**src/rtl/fxp_requant.sv**
```systemverilog
// -----------------------------------------------------------------------------
// fxp_requant
//
// Purpose:
//   Converts a dynamic-format fixed-point word (data plus QI/QF tags, as
//   produced by the FXP adder) into a caller-chosen fixed Q format. The
//   realignment is done by an iterative shifter, one bit per clock, with
//   valid/ready handshakes on both sides. Overflow on left shifts saturates
//   and is flagged; an illegal format passes the data through unchanged and
//   raises out_err.
//
// Build option:
//   FXP_RQ_ROUND_EN  defined   -> right shifts round half-up (the last bit
//                                 shifted out is added on entering DONE;
//                                 overflow of that add saturates).
//                    undefined -> right shifts truncate toward -inf.
//
// Ports:
//   clk        in   1  system clock, rising edge
//   rst        in   1  asynchronous active-high reset
//   in_valid   in   1  input word available
//   in_ready   out  1  block can accept (IDLE only)
//   in_data    in   W  signed input word
//   in_qi      in   4  input integer bits (incl. sign)
//   in_qf      in   4  input fraction bits
//   tgt_qi     in   4  target integer bits, sampled with the input
//   tgt_qf     in   4  target fraction bits, sampled with the input
//   out_valid  out  1  result available, held until out_ready
//   out_ready  in   1  downstream accepts result
//   out_data   out  W  signed result in target format
//   out_qi     out  4  latched tgt_qi
//   out_qf     out  4  latched tgt_qf
//   out_sat    out  1  result was saturated
//   out_err    out  1  illegal format; out_data = input unchanged
// -----------------------------------------------------------------------------
module fxp_requant #(
    parameter int WORD_SIZE = 16
) (
    input  logic                 clk,
    input  logic                 rst,
    input  logic                 in_valid,
    output logic                 in_ready,
    input  logic [WORD_SIZE-1:0] in_data,
    input  logic [3:0]           in_qi,
    input  logic [3:0]           in_qf,
    input  logic [3:0]           tgt_qi,
    input  logic [3:0]           tgt_qf,
    output logic                 out_valid,
    input  logic                 out_ready,
    output logic [WORD_SIZE-1:0] out_data,
    output logic [3:0]           out_qi,
    output logic [3:0]           out_qf,
    output logic                 out_sat,
    output logic                 out_err
);

    localparam int W = WORD_SIZE;
    localparam logic [W-1:0] SAT_MAX = {1'b0, {(W-1){1'b1}}};
    localparam logic [W-1:0] SAT_MIN = {1'b1, {(W-1){1'b0}}};
    localparam logic [4:0]   W5      = 5'(W);

    typedef enum logic [1:0] {
        S_IDLE  = 2'd0,
        S_SHIFT = 2'd1,
        S_DONE  = 2'd2
    } state_t;

    state_t         state_q, state_d;
    logic [W-1:0]   data_q,  data_d;
    logic [3:0]     cnt_q,   cnt_d;
    logic           right_q, right_d;
    logic           sign_q,  sign_d;
    logic           sat_q,   sat_d;
    logic           err_q,   err_d;
    logic [3:0]     tqi_q,   tqi_d;
    logic [3:0]     tqf_q,   tqf_d;

    logic           legal;
    logic [W-1:0]   shr;
    logic           last_shift;
`ifdef FXP_RQ_ROUND_EN
    logic [W:0]     rnd;
`endif

    // Both formats must exactly fill the word and keep a sign bit.
    assign legal = (({1'b0, in_qi} + {1'b0, in_qf}) == W5) &&
                   (({1'b0, tgt_qi} + {1'b0, tgt_qf}) == W5) &&
                   (in_qi != 4'd0) && (tgt_qi != 4'd0);

    assign shr        = {data_q[W-1], data_q[W-1:1]};
    assign last_shift = (cnt_q == 4'd1);

`ifdef FXP_RQ_ROUND_EN
    // Guard bit is data_q[0] of the final right shift; add it in one extra
    // bit of headroom so a carry into the sign is detectable.
    assign rnd = {shr[W-1], shr} + {{W{1'b0}}, data_q[0]};
`endif

    always_comb begin
        state_d = state_q;
        data_d  = data_q;
        cnt_d   = cnt_q;
        right_d = right_q;
        sign_d  = sign_q;
        sat_d   = sat_q;
        err_d   = err_q;
        tqi_d   = tqi_q;
        tqf_d   = tqf_q;

        case (state_q)
            S_IDLE: begin
                if (in_valid) begin
                    data_d = in_data;
                    sign_d = in_data[W-1];
                    tqi_d  = tgt_qi;
                    tqf_d  = tgt_qf;
                    sat_d  = 1'b0;
                    err_d  = 1'b0;
                    if (!legal) begin
                        err_d   = 1'b1;
                        cnt_d   = 4'd0;
                        right_d = 1'b0;
                        state_d = S_DONE;
                    end else if (in_qf > tgt_qf) begin
                        right_d = 1'b1;
                        cnt_d   = in_qf - tgt_qf;
                        state_d = S_SHIFT;
                    end else begin
                        right_d = 1'b0;
                        cnt_d   = tgt_qf - in_qf;
                        state_d = (tgt_qf == in_qf) ? S_DONE : S_SHIFT;
                    end
                end
            end

            S_SHIFT: begin
                if (right_q) begin
                    data_d = shr;
                    cnt_d  = cnt_q - 4'd1;
                    if (last_shift) begin
                        state_d = S_DONE;
`ifdef FXP_RQ_ROUND_EN
                        if (rnd[W] != rnd[W-1]) begin
                            data_d = SAT_MAX;
                            sat_d  = 1'b1;
                        end else begin
                            data_d = rnd[W-1:0];
                        end
`endif
                    end
                end else begin
                    // A differing top pair means the next shift would lose
                    // the sign: clamp now instead of finishing the shifts.
                    if (data_q[W-1] != data_q[W-2]) begin
                        data_d  = sign_q ? SAT_MIN : SAT_MAX;
                        sat_d   = 1'b1;
                        cnt_d   = 4'd0;
                        state_d = S_DONE;
                    end else begin
                        data_d = {data_q[W-2:0], 1'b0};
                        cnt_d  = cnt_q - 4'd1;
                        if (last_shift) begin
                            state_d = S_DONE;
                        end
                    end
                end
            end

            S_DONE: begin
                if (out_ready) begin
                    state_d = S_IDLE;
                end
            end

            default: begin
                state_d = S_IDLE;
            end
        endcase
    end

    always_ff @(posedge clk or posedge rst) begin
        if (rst) begin
            state_q <= S_IDLE;
            data_q  <= '0;
            cnt_q   <= '0;
            right_q <= 1'b0;
            sign_q  <= 1'b0;
            sat_q   <= 1'b0;
            err_q   <= 1'b0;
            tqi_q   <= '0;
            tqf_q   <= '0;
        end else begin
            state_q <= state_d;
            data_q  <= data_d;
            cnt_q   <= cnt_d;
            right_q <= right_d;
            sign_q  <= sign_d;
            sat_q   <= sat_d;
            err_q   <= err_d;
            tqi_q   <= tqi_d;
            tqf_q   <= tqf_d;
        end
    end

    // in_ready is held low while reset is asserted so nothing is offered
    // a handshake that the register stage would discard.
    assign in_ready  = (state_q == S_IDLE) && !rst;
    assign out_valid = (state_q == S_DONE);
    assign out_data  = data_q;
    assign out_qi    = tqi_q;
    assign out_qf    = tqf_q;
    assign out_sat   = sat_q;
    assign out_err   = err_q;

endmodule

```
**config.mk**
```make
export PLATFORM = sky130hd
export DESIGN_NAME = fxp_requant
export DESIGN_NICKNAME = d
export VERILOG_FILES = /design/src/rtl/fxp_requant.sv
export SDC_FILE = /design/constraint.sdc
export NUM_CORES = 1
export LEC_CHECK = 0
export ABC_AREA = 1
export BUFFER_PORTS_ARGS = -buffer_cell sky130_fd_sc_hd__clkbuf_2
export CORE_MARGIN = 2
export CORE_UTILIZATION = 40
export CTS_CLUSTER_DIAMETER = 30
export CTS_CLUSTER_SIZE = 16
export DETAILED_ROUTE_END_ITERATION = 6
export HOLD_SLACK_MARGIN = 0.06
export PLACE_DENSITY = 0.68
export RECOVER_POWER = 25
export SLEW_MARGIN = 40
export SYNTH_ARGS = -nofsm -noshare
export SYNTH_HDL_FRONTEND = slang
export SYNTH_SLANG_ARGS = --single-unit
```
**constraint.sdc**
```tcl
create_clock -name clk -period 3.5 [get_ports clk]
set_input_delay 0.35 -clock clk [delete_from_list [all_inputs] [get_ports clk]]
set_output_delay 0.35 -clock clk [all_outputs]
set_load 0.005 [all_outputs]
```
==> metrics.cfg, run 1 <==
[die]
start_util_pct = 41.44
die_x_um = 82.32
num_rows = 28
dieArea_sq_um = 6777
io_pins = 64
core_sq_um = 5921
die_y_um = 82.32

[critical_path]
start_kind = flop
critPathTopFamily = simple AND/OR/NAND/NOR gates
crit_chain = inv_1 -> nand2_4 -> nand2_1 -> nand2_1 -> inv_1 -> a41oi_2
reg2reg_slack_ns = 1.54
path_buf_inv = 2
cpMaxStageDelayCell = nand2_1
cp_max_fo = 24
worst_ep_required_time_ns = 3.66
max_stage_delay_ns = 0.39
crit_arrival_ns = 2.11
worstSetupEndpointType = flop
path_class = flop to flop

[synthesis]
syn-num-nets = 396
ys_ff_latch = 34
synth_warnings = 0
synth_cells = 339
ys_seq_area_share_pct = 34.68
syn-cell-area_sq_um = 2454
syn_avg_cell_area_sq_um = 7.238
yosys.cell_types.count = 30

[timing]
skew_ns = 0.006866
max_freq_mhz = 511.2
setup_violations = 0
hold_slack_ns = 0.1406
slew_viol_final = 0
finalCritPeriodShare_pct = 55.89
rsz0062_at_grt = no
worst_pin_slew_ns = 1.057
fin_tns_setup_ns = 0
period_needed_ns = 1.956
timing.final.ws_setup_ns = 1.544
slew_headroom_pct = 29.56
hold_viol_final = 0

[layout]
final_cell_mix = 89 x nand2_1, 62 x clkbuf_2, 55 x inv_1, 34 x dfrtp_1, 30 x nor2_1
antenna_cells = 0
drive_above_1_share_pct = 19.65
finalNonFillerCells = 477
fillers = 585
syn_to_final_growth_pct = 18.20
layout_commonest_cell = nand2_1
final_area_sq_um = 2900
nNetsFinal = 458
utilization_pct = 48.99

[clocking]
htree_levels = 2
cts_sinks = 34
cts_setup_buffers = 0
postCtsHoldBufs = 0
cts_resized = 0
root_buffer = clkbuf_8
cts_tree = yes
cts_buffers = 5
cts.path.max_buffers = 2
clk_latency_ns = 0.28
clk_pin_slew_ns = 0.07

[route]
num_vias = 2343
wl_per_cell_um = 12.36
antenna_left = 0
via_per_inst = 4.912
drc = 0
drt_iter0_drc = 148
first_pass_iters = 4
totalWireLength_um = 5895

[run]
maxCapViolCount = 0

[grt]
grt_usage_pct = 18.15
grt_pass1_vias = 2075
grt_start_max_net_pins = 25
grt_remaining_overflow = 0
grt_pass1_wl_um = 9356
antenna_found_initial = 0

[hold_path]
hold_path.class = primary input to asynchronous set/reset pin

[place]
pre_cts_ws_ns = 1.462
hpwl_um = 4671
placed_cells_incl_taps = 469
placed_area_sq_um = 2814
finalWeightedCongestion = 0.8264
numPortBuffers = 63

[power_and_ir_drop]
p_total_mw = 1.240
ir_worst_vdd_v = 0.0002048
power.density_nw_per_um2 = 427.5
leakage_nw = 1.633

[outcome]
status = complete, no violations

## registers in the layout, indices dropped and copies added (netlist names)
| signal | cells |
|---|---|
| cnt_q | 4 |
| out_data | 16 |
| out_err | 1 |
| out_qf | 4 |
| out_qi | 4 |
| out_sat | 1 |
| right_q | 1 |
| sign_q | 1 |
| state_q | 2 |
## layer usage
metal  track usage [%]  up-vias  wire length (um)  part of all wire [%]
li1                  -     1211                 -                     -
met1             24.35     1062              2757                    47
met2             29.03       66              2737                    46
met3             3.370        4               330                   5.6
met4             6.833        0                70                   1.2
met5                 0        -                 0                     0
## cells by family (layout without fill, tap and decap cells)
| kind of cell | after synthesis | count (layout) | share of synthesized area, % |
|---|---|---|---|
| flops | 34 | 34 | 34.68 |
| simple gates | 148 | 148 | 24.99 |
| xor+xnor | 4 | 4 | 1.428 |
| compound gates | 65 | 65 | 15.55 |
| fa+ha+maj | 21 | 21 | 11.93 |
| buf+inv | 67 | 130 | 11.42 |
## final cells by class
cell class / instances / area [sq um] / area share [%]
well taps: 75 / 93.84 / 3.236
repair buffers: 65 / 325.3 / 11.22
multi-input cells: 238 / 1323 / 45.60
clock inverters: 1 / 5.005 / 0.1726
clock buffers: 7 / 86.33 / 2.977
inverters: 57 / 216.5 / 7.463
flip-flops and latches: 34 / 850.8 / 29.34
## Yosys cell counts, drive strengths merged
cell / count / share of area [%]
nand2: 91 / 14
dfrtp: 34 / 35
inv: 57 / 8.8
nand4: 1 / 0.26
o211ai: 1 / 0.31
clkbuf: 1 / 0.15
nor2: 32 / 5.5
a211oi: 8 / 2.4
a22oi: 2 / 1.0
o22ai: 1 / 0.26
fa: 4 / 3.3
ha: 17 / 8.7
a41oi: 1 / 0.66
o22a: 1 / 0.36
xor2: 1 / 0.36
nand3: 21 / 4.3
xnor2: 3 / 1.1
a21oi: 26 / 5.3
nor3: 3 / 0.61
buf: 9 / 2.4
o31ai: 1 / 0.31
o21ai: 24 / 4.9
## worst paths after layout
kind                           endpoint       start  cells after the start
min reg2reg                   out_qi[3]   out_qi[3]                      2
max reg2reg                out_data[11]  state_q[1]                      6
max in group asynchronous     out_qf[0]         rst                      3
max                        out_data[11]  state_q[1]                      6
min                        out_data[12]         rst                      2
min in group clk              out_qi[0]   tgt_qi[0]                      3
## power by group
part / switching [mW] / internal [mW] / leakage, nW
logic: 0.227 / 0.170 / 1.19
clock network: 0.139 / 0.159 / 0.0482
registers: 0.0697 / 0.476 / 0.396
Power figures use the tool's default switching activity.
==> inputs of run 2 (changes only) <==
Clock period 3.5 ns to 2 ns, I/O delays scaled along.
==> run 2 against run 1 <==
  * Combinational power is 75% higher
  * Wire length is 0.27% higher
  * Sequential power increased by 74%
  * Via count down 0.68%
  * Sequential share of layout area is essentially flat
  * Non-clock buffer count grew 3
  * Critical path depth up 1
  * Clock-buffer cell count is the same
  * Utilization barely moved
  * Setup slack worse by 1.2 ns
  * Register-to-register slack worse by 1.2 ns
  * Critical path type unchanged
  * Largest power group unchanged
  * Highest routed layer unchanged
==> metrics.cfg, run 2 (synthesized netlist as in run 1, its figures left out) <==
[outcome]
status = complete, no violations  ; unchanged

[critical_path]
path_class = flop to flop  ; unchanged
critPathTopFamily = simple AND/OR/NAND/NOR gates  ; unchanged
cpMaxStageDelayCell = dfrtp_1  ; was nand2_1
cp_max_fo = 11  ; was 24
path_buf_inv = 2  ; unchanged
crit_chain = inv_1 -> nand2_4 -> nor2_4 -> nand3_1 -> nand2_1 -> inv_1 -> a22oi_2  ; was inv_1 -> nand2_4 -> nand2_1 -> nand2_1 -> inv_1 -> a41oi_2
crit_top_cell = inv_1
crit_arrival_ns = 1.86  ; was 2.11 ns
start_kind = flop  ; unchanged
worstSetupEndpointType = flop  ; unchanged
reg2reg_slack_ns = 0.34  ; was 1.54 ns
max_stage_delay_ns = 0.37  ; was 0.39 ns
worst_ep_required_time_ns = 2.20  ; was 3.66 ns

[grt]
grt_start_max_net_pins = 29  ; was 25
grt_remaining_overflow = 0  ; unchanged
antenna_found_initial = 0  ; unchanged
grt_pass1_vias = 2173  ; was 2075
grt_pass1_wl_um = 9804  ; was 9356 um
grt_usage_pct = 18.65  ; was 18.15%

[clocking]
clk_latency_ns = 0.29  ; was 0.28 ns
postCtsHoldBufs = 1  ; was 0
cts_setup_buffers = 0  ; unchanged
cts_buffers = 5  ; unchanged
cts_resized = 0  ; unchanged
htree_levels = 2  ; unchanged
cts_tree = yes  ; unchanged
cts.path.max_buffers = 2  ; unchanged
root_buffer = clkbuf_8  ; unchanged
clk_pin_slew_ns = 0.06  ; was 0.07 ns
cts_sinks = 34  ; unchanged

[die]
dieArea_sq_um = 6777  ; unchanged
core_sq_um = 5921  ; unchanged
die_x_um = 82.32  ; unchanged
io_pins = 64  ; unchanged
start_util_pct = 41.44  ; unchanged
num_rows = 28  ; unchanged
die_y_um = 82.32  ; unchanged

[timing]
slew_viol_final = 0  ; unchanged
hold_viol_final = 0  ; unchanged
max_freq_mhz = 601.5  ; was 511.2 MHz
skew_ns = 0.007769  ; was 0.006866 ns
slew_headroom_pct = 71.51  ; was 29.56%
period_needed_ns = 1.662  ; was 1.956 ns
worst_pin_slew_ns = 0.4269  ; was 1.057 ns
fin_tns_setup_ns = 0  ; unchanged
hold_slack_ns = 0.1464  ; was 0.1406 ns
finalCritPeriodShare_pct = 83.12  ; was 55.89%
rsz0062_at_grt = no  ; unchanged
setup_violations = 0  ; unchanged

[place]
placed_cells_incl_taps = 471  ; was 469
hpwl_um = 4593  ; was 4671 um
finalWeightedCongestion = 0.8414  ; was 0.8264
numPortBuffers = 63  ; unchanged

[route]
num_vias = 2327  ; was 2343
drt_iter0_drc = 115  ; was 148
totalWireLength_um = 5911  ; was 5895 um
first_pass_iters = 4  ; unchanged
via_per_inst = 4.858  ; was 4.912
drc = 0  ; unchanged
wl_per_cell_um = 12.34  ; was 12.36 um
antenna_left = 0  ; unchanged

[layout]
drive_above_1_share_pct = 17.57  ; was 19.65%
layout_commonest_cell = nand2_1  ; unchanged
largest_reg_flops = 16  ; unchanged
antenna_cells = 0  ; unchanged
finalNonFillerCells = 479  ; was 477
final_cell_mix = 89 x nand2_1, 55 x inv_1, 53 x clkbuf_2, 34 x dfrtp_1, 30 x nor2_1  ; was 89 x nand2_1, 62 x clkbuf_2, 55 x inv_1, 34 x dfrtp_1, 30 x nor2_1
nNetsFinal = 461  ; was 458
syn_to_final_growth_pct = 18.31  ; was 18.20%
fillers = 618  ; was 585

[hold_path]
hold_path.class = primary input to flop  ; was primary input to asynchronous set/reset pin

[run]
maxCapViolCount = 0  ; unchanged

[power_and_ir_drop]
leakage_nw = 1.615  ; was 1.633 nW
power.density_nw_per_um2 = 730.6  ; was 427.5 nW/um^2
ir_worst_vdd_v = 0.0003509  ; was 0.0002048 V
p_total_mw = 2.121  ; was 1.240 mW

-- run 2: cell count changes in the layout (fill, tap and decap cells not counted) --
cell,before,now
dlygate4sd3_1,0,1
clkinv_2,1,0
clkbuf_8,6,5
clkbuf_2,62,53
buf_4,1,4
clkbuf_1,3,12
-- run 2: final timing paths --
kind	cells after the start	startpoint	end
hold reg to reg	2	sign_q	sign_q
setup / recovery	7	state_q[1]	out_data[10]
max in group asynchronous	4	rst	out_data[12]
hold / removal	3	tgt_qi[0]	out_qi[0]
setup reg to reg	7	state_q[1]	out_data[10]
min in group asynchronous	3	rst	out_qi[1]
-- run 2: power by group --
part / total [mW] / switching (mW) / internal, mW
Sequential: 0.951 / 0.118 / 0.833
Clock: 0.477 / 0.237 / 0.240
Combinational: 0.693 / 0.399 / 0.294
Total: 2.12 / 0.754 / 1.37
-- run 2: area by class of cell --
| class | count | area, sq um | area share [%] |
|---|---|---|---|
| Clock buffer | 7 | 76.32 | 2.629 |
| Inverter | 57 | 216.5 | 7.457 |
| Multi-Input combinational cell | 238 | 1323 | 45.56 |
| Sequential cell | 34 | 850.8 | 29.31 |
| Tap cell | 75 | 93.84 | 3.233 |
| Timing Repair Buffer | 68 | 342.8 | 11.81 |
-- run 2: metal layers --
| metal | up-vias | GRT usage, % | wire length [um] |
|---|---|---|---|
| met4 | 0 | 6.333 | 77 |
| met5 | - | 0 | 0 |
| met3 | 6 | 3.152 | 278 |
| met2 | 49 | 31.21 | 2759 |
| li1 | 1214 | - | - |
| met1 | 1058 | 24.32 | 2795 |
-- run 2: worst register-to-register path, cell delays in order, from the launching register on --
cell and delay, ns:
dfrtp_1 0.37, inv_1 0.14, nand2_4 0.14, nor2_4 0.13, nand3_1 0.08, nand2_1 0.31, inv_1 0.21, a22oi_2 0.19
-- run 2: metrics by stage --
stage | utilization, % | setup WS (ns) | area [sq um]
5_1_grt | 49.03 | 0.1732 | 2903
6_report | 49.03 | 0.3375 | 2903
4_1_cts | 49.24 | 0.3147 | 2915
3_5_place_dp | 47.78 | 0.1204 | 2829
3_3_place_gp | 47.78 | 0.2047 | 2829
2_1_floorplan | - | 0.3828 | 2454
